$ cat config.mk
export PLATFORM = sky130hd
export DESIGN_NAME = ps2_kbd_tx
export DESIGN_NICKNAME = d
export VERILOG_FILES = /design/src/rtl/ps2_kbd_tx.sv
export SDC_FILE = /design/constraint.sdc
export NUM_CORES = 1
export LEC_CHECK = 0
export BUFFER_PORTS_ARGS = -buffer_cell sky130_fd_sc_hd__buf_2
export CAP_MARGIN = 20
export CORE_MARGIN = 2
export CORE_UTILIZATION = 45
export DETAILED_ROUTE_END_ITERATION = 10
export PLACE_DENSITY_LB_ADDON = 0.3
export REMOVE_ABC_BUFFERS = 1
export SETUP_SLACK_MARGIN = 0.15
export SYNTH_ARGS = -nofsm -noshare
export SYNTH_HDL_FRONTEND = slang
export SYNTH_SLANG_ARGS = --single-unit
$ cat constraint.sdc
create_clock -name clock -period 4.1 [get_ports clock]
set_clock_uncertainty 0.1 [all_clocks]
set_input_delay 0.205 -clock clock [delete_from_list [all_inputs] [get_ports clock]]
set_output_delay 0.205 -clock clock [all_outputs]
set_load 0.005 [all_outputs]
$ cat src/rtl/ps2_kbd_tx.sv
// ============================================================================
// Module   : ps2_kbd_tx
// Purpose  : Device-side PS/2 keyboard transmitter. Buffers scancode bytes in
//            a FIFO and serialises each one as an 11-bit PS/2 frame.
// Revision : 1.0 - initial release
// ============================================================================
`default_nettype none

module ps2_kbd_tx #(
    parameter int CLK_DIV    = 8,
    parameter int GAP_CYCLES = 16,
    parameter int DEPTH      = 8
) (
    input  logic                     clock,
    input  logic                     reset,
    input  logic                     in_valid,
    output logic                     in_ready,
    input  logic [7:0]               in_data,
    output logic                     ps2_clk,
    output logic                     ps2_data,
    output logic                     busy,
    output logic [$clog2(DEPTH):0]   count
);

    localparam int c_AW = $clog2(DEPTH);
    localparam int c_CW = c_AW + 1;
    localparam int c_PW = $clog2(2 * CLK_DIV);
    localparam int c_GW = (GAP_CYCLES < 2) ? 1 : $clog2(GAP_CYCLES + 1);

    localparam logic [c_CW-1:0] c_FULL     = c_CW'(DEPTH);
    localparam logic [c_PW-1:0] c_PH_LAST  = c_PW'(2 * CLK_DIV - 1);
    localparam logic [c_PW-1:0] c_PH_HIGH  = c_PW'(CLK_DIV);
    localparam logic [3:0]      c_BIT_LAST = 4'd10;
    localparam logic [c_GW-1:0] c_GAP      = c_GW'(GAP_CYCLES);

    localparam logic [0:0] c_ST_IDLE = 1'b0;
    localparam logic [0:0] c_ST_SEND = 1'b1;

    // ------------------------------------------------------------------ FIFO
    logic [7:0]      mem_q [DEPTH];
    logic [c_AW-1:0] wr_ptr_q;
    logic [c_AW-1:0] rd_ptr_q;
    logic [c_CW-1:0] count_q;
    logic            w_push;
    logic            w_pop;
    logic [7:0]      w_head;

    assign in_ready = (count_q != c_FULL);
    assign w_push   = in_valid && in_ready;
    assign w_head   = mem_q[rd_ptr_q];
    assign count    = count_q;

    always_ff @(posedge clock) begin
        if (w_push) begin
            mem_q[wr_ptr_q] <= in_data;
        end
    end

    always_ff @(posedge clock) begin
        if (reset) begin
            wr_ptr_q <= '0;
            rd_ptr_q <= '0;
            count_q  <= '0;
        end else begin
            if (w_push) begin
                wr_ptr_q <= wr_ptr_q + c_AW'(1);
            end
            if (w_pop) begin
                rd_ptr_q <= rd_ptr_q + c_AW'(1);
            end
            case ({w_push, w_pop})
                2'b10:   count_q <= count_q + c_CW'(1);
                2'b01:   count_q <= count_q - c_CW'(1);
                default: count_q <= count_q;
            endcase
        end
    end

    // --------------------------------------------------------------- framer
    logic [0:0]      state_q, state_d;
    logic [c_PW-1:0] phase_q, phase_d;
    logic [3:0]      bit_q, bit_d;
    logic [9:0]      frame_q, frame_d;
    logic [c_GW-1:0] gap_q, gap_d;
    logic            ps2_clk_q, ps2_clk_d;
    logic            ps2_data_q, ps2_data_d;
    logic            w_phase_end;
    logic            w_frame_end;
    logic [c_PW-1:0] w_phase_inc;

    assign w_pop       = (state_q == c_ST_IDLE) && (gap_q == '0) && (count_q != '0);
    assign w_phase_end = (phase_q == c_PH_LAST);
    assign w_frame_end = w_phase_end && (bit_q == c_BIT_LAST);
    assign w_phase_inc = phase_q + c_PW'(1);

    assign ps2_clk  = ps2_clk_q;
    assign ps2_data = ps2_data_q;
    assign busy     = (state_q == c_ST_SEND) || (count_q != '0);

    always_ff @(posedge clock) begin
        if (reset) begin
            state_q    <= c_ST_IDLE;
            phase_q    <= '0;
            bit_q      <= '0;
            frame_q    <= '1;
            gap_q      <= '0;
            ps2_clk_q  <= 1'b1;
            ps2_data_q <= 1'b1;
        end else begin
            state_q    <= state_d;
            phase_q    <= phase_d;
            bit_q      <= bit_d;
            frame_q    <= frame_d;
            gap_q      <= gap_d;
            ps2_clk_q  <= ps2_clk_d;
            ps2_data_q <= ps2_data_d;
        end
    end

    always_comb begin
        state_d = state_q;
        case (state_q)
            c_ST_IDLE: if (w_pop)       state_d = c_ST_SEND;
            c_ST_SEND: if (w_frame_end) state_d = c_ST_IDLE;
            default:                    state_d = c_ST_IDLE;
        endcase
    end

    // frame_q holds the bits still to send after the start bit, LSB next;
    // the outputs are computed one cycle ahead so they can be registered.
    always_comb begin
        phase_d    = phase_q;
        bit_d      = bit_q;
        frame_d    = frame_q;
        gap_d      = gap_q;
        ps2_clk_d  = 1'b1;
        ps2_data_d = 1'b1;
        case (state_q)
            c_ST_IDLE: begin
                if (gap_q != '0) begin
                    gap_d = gap_q - c_GW'(1);
                end
                if (w_pop) begin
                    frame_d    = {1'b1, ~^w_head, w_head};
                    phase_d    = '0;
                    bit_d      = '0;
                    ps2_data_d = 1'b0;
                end
            end
            c_ST_SEND: begin
                if (w_frame_end) begin
                    gap_d = c_GAP;
                end else if (w_phase_end) begin
                    phase_d    = '0;
                    bit_d      = bit_q + 4'd1;
                    frame_d    = {1'b1, frame_q[9:1]};
                    ps2_data_d = frame_q[0];
                end else begin
                    phase_d    = w_phase_inc;
                    ps2_clk_d  = (w_phase_inc < c_PH_HIGH);
                    ps2_data_d = ps2_data_q;
                end
            end
            default: begin
                gap_d = '0;
            end
        endcase
    end

endmodule

`default_nettype wire

==> results by group <==
Worst hold path
  • Worst Hold Depth: 1
  • Hold Crit Class: in -> reg
  • HP Start: in_data[1]
  • Hold Path End: mem_q[7][1]$_DFFE_PP_

Global routing
  • Initial antenna violation count: 0
  • Largest net degree at the start of global routing: 34
  • First-pass GRT wire length: 12260 um
  • Overflow left after global routing: 0
  • GRT Util Overall: 15.82%
  • Number of global-route vias before repair: 2388

Worst setup path
  • Buf/Inv on CP: 2
  • CP Launch Type: flop
  • Crit-path slowest cell: or4b_1
  • Worst-path maximum fanout: 13
  • CP dominant cell by count: ha_1
  • Worst-path cell chain: inv_1, ha_1, or4b_1, or3_1, inv_2, ha_1, xor2_1, ha_1, a21oi_1, xor2_1, or3_1, a21oi_1
  • Worst path required time: 4300 ps
  • Worst R2R End: count[2]$_SDFFE_PP0P_
  • R2R Setup Slk: 1010 ps
  • CP Capture Type: flop
  • Critical path arrival: 3300 ps
  • Highest cell delay on the worst timing path: 460 ps
  • Critical path class: reg -> reg
  • CP startpoint: gap_q[0]$_SDFFE_PP0P_
  • Worst r2r src: gap_q[0]$_SDFFE_PP0P_
  • Family with the most delay on the worst path: simple AND/OR/NAND/NOR gates
  • R2R depth: 12

Clocking
  • CTS tree: built
  • Longest Clk Path Bufs: 2
  • Root buf cell: clkbuf_8
  • Gates resized, CTS repair: 0
  • H-Tree Depth: 3
  • Clock latency on the worst-skew pair: 370 ps
  • Clock sink count: 102
  • CTS clk-pin slew, worst paths: 110 ps
  • TritonCTS Buffers: 9

Route
  • Routed length on met3: 218 um
  • Vias: 2480
  • Routed met1 length: 3475 um
  • Routed wl met2: 3571 um
  • Via density: 5.499
  • DRT iter0 DRCs: 97
  • Final ANT Viol Nets: 0
  • Total Wirelength: 7368 um
  • DR top layer: met4
  • Drt first pass iters: 4
  • DRC: 0
  • DR WL/cell: 16.34 um

Final layout
  • Final nets: 356
  • Share of cells above drive strength 1: 17.35%
  • Fillcell total: 800
  • Register area: 2683 um2
  • Multi-input gate area: 1471 um2
  • N_diodes: 0
  • Area growth from synthesis to layout: 10.45%

Synth
  • FF+latch count, synth: 102
  • Main flop type after synthesis: edfxtp_1
  • Synth top area cells: edfxtp_1 45%, dfxtp_1 18%, mux4_2 7.4%
  • EDFF count, synth: 64
  • Commonest cells post-synth: 64 x edfxtp_1, 38 x dfxtp_1, 38 x nor2_1
  • Number of synthesis warnings: 0
  • Post-synth cell types: 42
  • Most common cell in the netlist: edfxtp_1
  • Post-Synthesis Cells: 311
  • Post-synth top area share: 45.22%
  • Share of flip-flops with an asynchronous set or reset: 0%
  • Mean post-synth cell area: 13.67 um2
  • Post-synth top area cell: edfxtp_1
  • Seq/Total Area, Yosys: 63.11%
  • Mapped Area: 4250 um2

Timing
  • Slew Viols, Final: 0
  • Pin slew with the least headroom to its limit: 877.3 ps
  • Relative slew slack: 41.19%
  • RSZ-0062 raised after global routing: no
  • Setup TNS: 0 ps
  • Max Fclk: 0.3233 GHz
  • Final setup vio count: 0
  • Final worst setup slack: 1007 ps
  • Crit path time final: 3093 ps
  • Endpoints failing hold: 0
  • Final period util: 75.44%

Pwr
  • Static leakage: 0.001606 uW
  • PD cells: 636.2 nW/um2
  • Worst vdd ir: 0.2250 mV

Placed design
  • Final GP Congestion: 0.7104
  • Number of port buffers: 18
  • Post-Place Worst Slack: 1035 ps
  • Dpl hpwl: 4741 um

Floorplan
  • Die area: 10240 um2
  • I/O pin count: 19
  • Initial Util: 46.22%
  • Core area: 9196 um2
  • Die width: 101.2 um
  • FP Rows: 35
  • Die height: 101.2 um

Run status
  • Outcome: complete, no violations

Job
  • Max_cap viols: 0
==> logic make-up after synthesis <==
family | share of synthesized area (%)
AOI/OAI and AO/OA | 6.123
and+or+nand+nor | 10.22
DFF | 63.11
xor gates and xnor gates | 4.092
buffers and inverters | 2.502
adders and majority gates | 2.944
muxes | 11.01
==> worst max path at each step <==
stage | endpoint | cells after the start
final | count[2]$_SDFFE_PP0P_ | 12
after global routing | count[2]$_SDFFE_PP0P_ | 12
after CTS | count[2]$_SDFFE_PP0P_ | 12
after detailed placement | count[2]$_SDFFE_PP0P_ | 12
after global placement | count[2]$_SDFFE_PP0P_ | 12
after floorplan | count[2]$_SDFFE_PP0P_ | 12
==> flip-flops by register name (all words and copies together) (netlist names), named ones only <==
signal	flops
mem_q	64
frame_q	9
gap_q	5
bit_q	4
count	4
phase_q	4
rd_ptr_q	3
wr_ptr_q	3
ps2_clk	1
ps2_data	1
state_q	1
==> routing by layer <==
layer / global-route usage, % / up-vias
met5: 0 / -
met1: 21.26 / 1227
met2: 25.47 / 36
met3: 3.727 / 7
met4: 5.509 / 0
li1: - / 1210
==> stage by stage <==
step / util (%) / instance area [um2] / instances / power, uW / hold WS [ps]
global placement: 48.27 / 4439 / 430 / 2349 / 362.4
global route: 51.05 / 4695 / 451 / 3187 / 11.08
CTS: 51.05 / 4695 / 451 / 3017 / 3.818
finish: 51.05 / 4695 / 451 / 2987 / 22.83
floorplan: - / 4163 / 296 / 2118 / 174.1
detailed placement: 48.27 / 4439 / 430 / 2379 / 375.2
==> final cells by class <==
cell class                      instances  share of cell area (%)
Clock inverter                          7                   1.732
Timing Repair Buffer                   28                   3.785
Tap cell                              111                   2.958
Multi-Input combinational cell        189                   31.34
Sequential cell                       102                   57.14
Clock buffer                            9                   2.639
Inverter                                5                  0.3998
==> repair_timing <==
action                    CTS  global route
buffers inserted            0             0
hold endpoints to repair   33             0
hold buffers                5             0
==> power by group <==
part | leakage (uW) | switching (uW) | internal [uW]
clock network | 0.000104 | 392 | 246
logic | 0.000609 | 538 | 458
registers | 0.000892 | 119 | 1230
total | 0.00161 | 1050 | 1940
==> layout by cell type (no fill, tap or decap), types with 10 or more instances in the layout <==
master	instances
ha_1	10
mux4_2	14
o21ai_1	10
nand2_1	13
a21oi_1	11
buf_2	18
nor2_1	38
mux2i_1	10
dfxtp_1	38
edfxtp_1	64
Note: power is estimated with default switching activity, not from simulation.
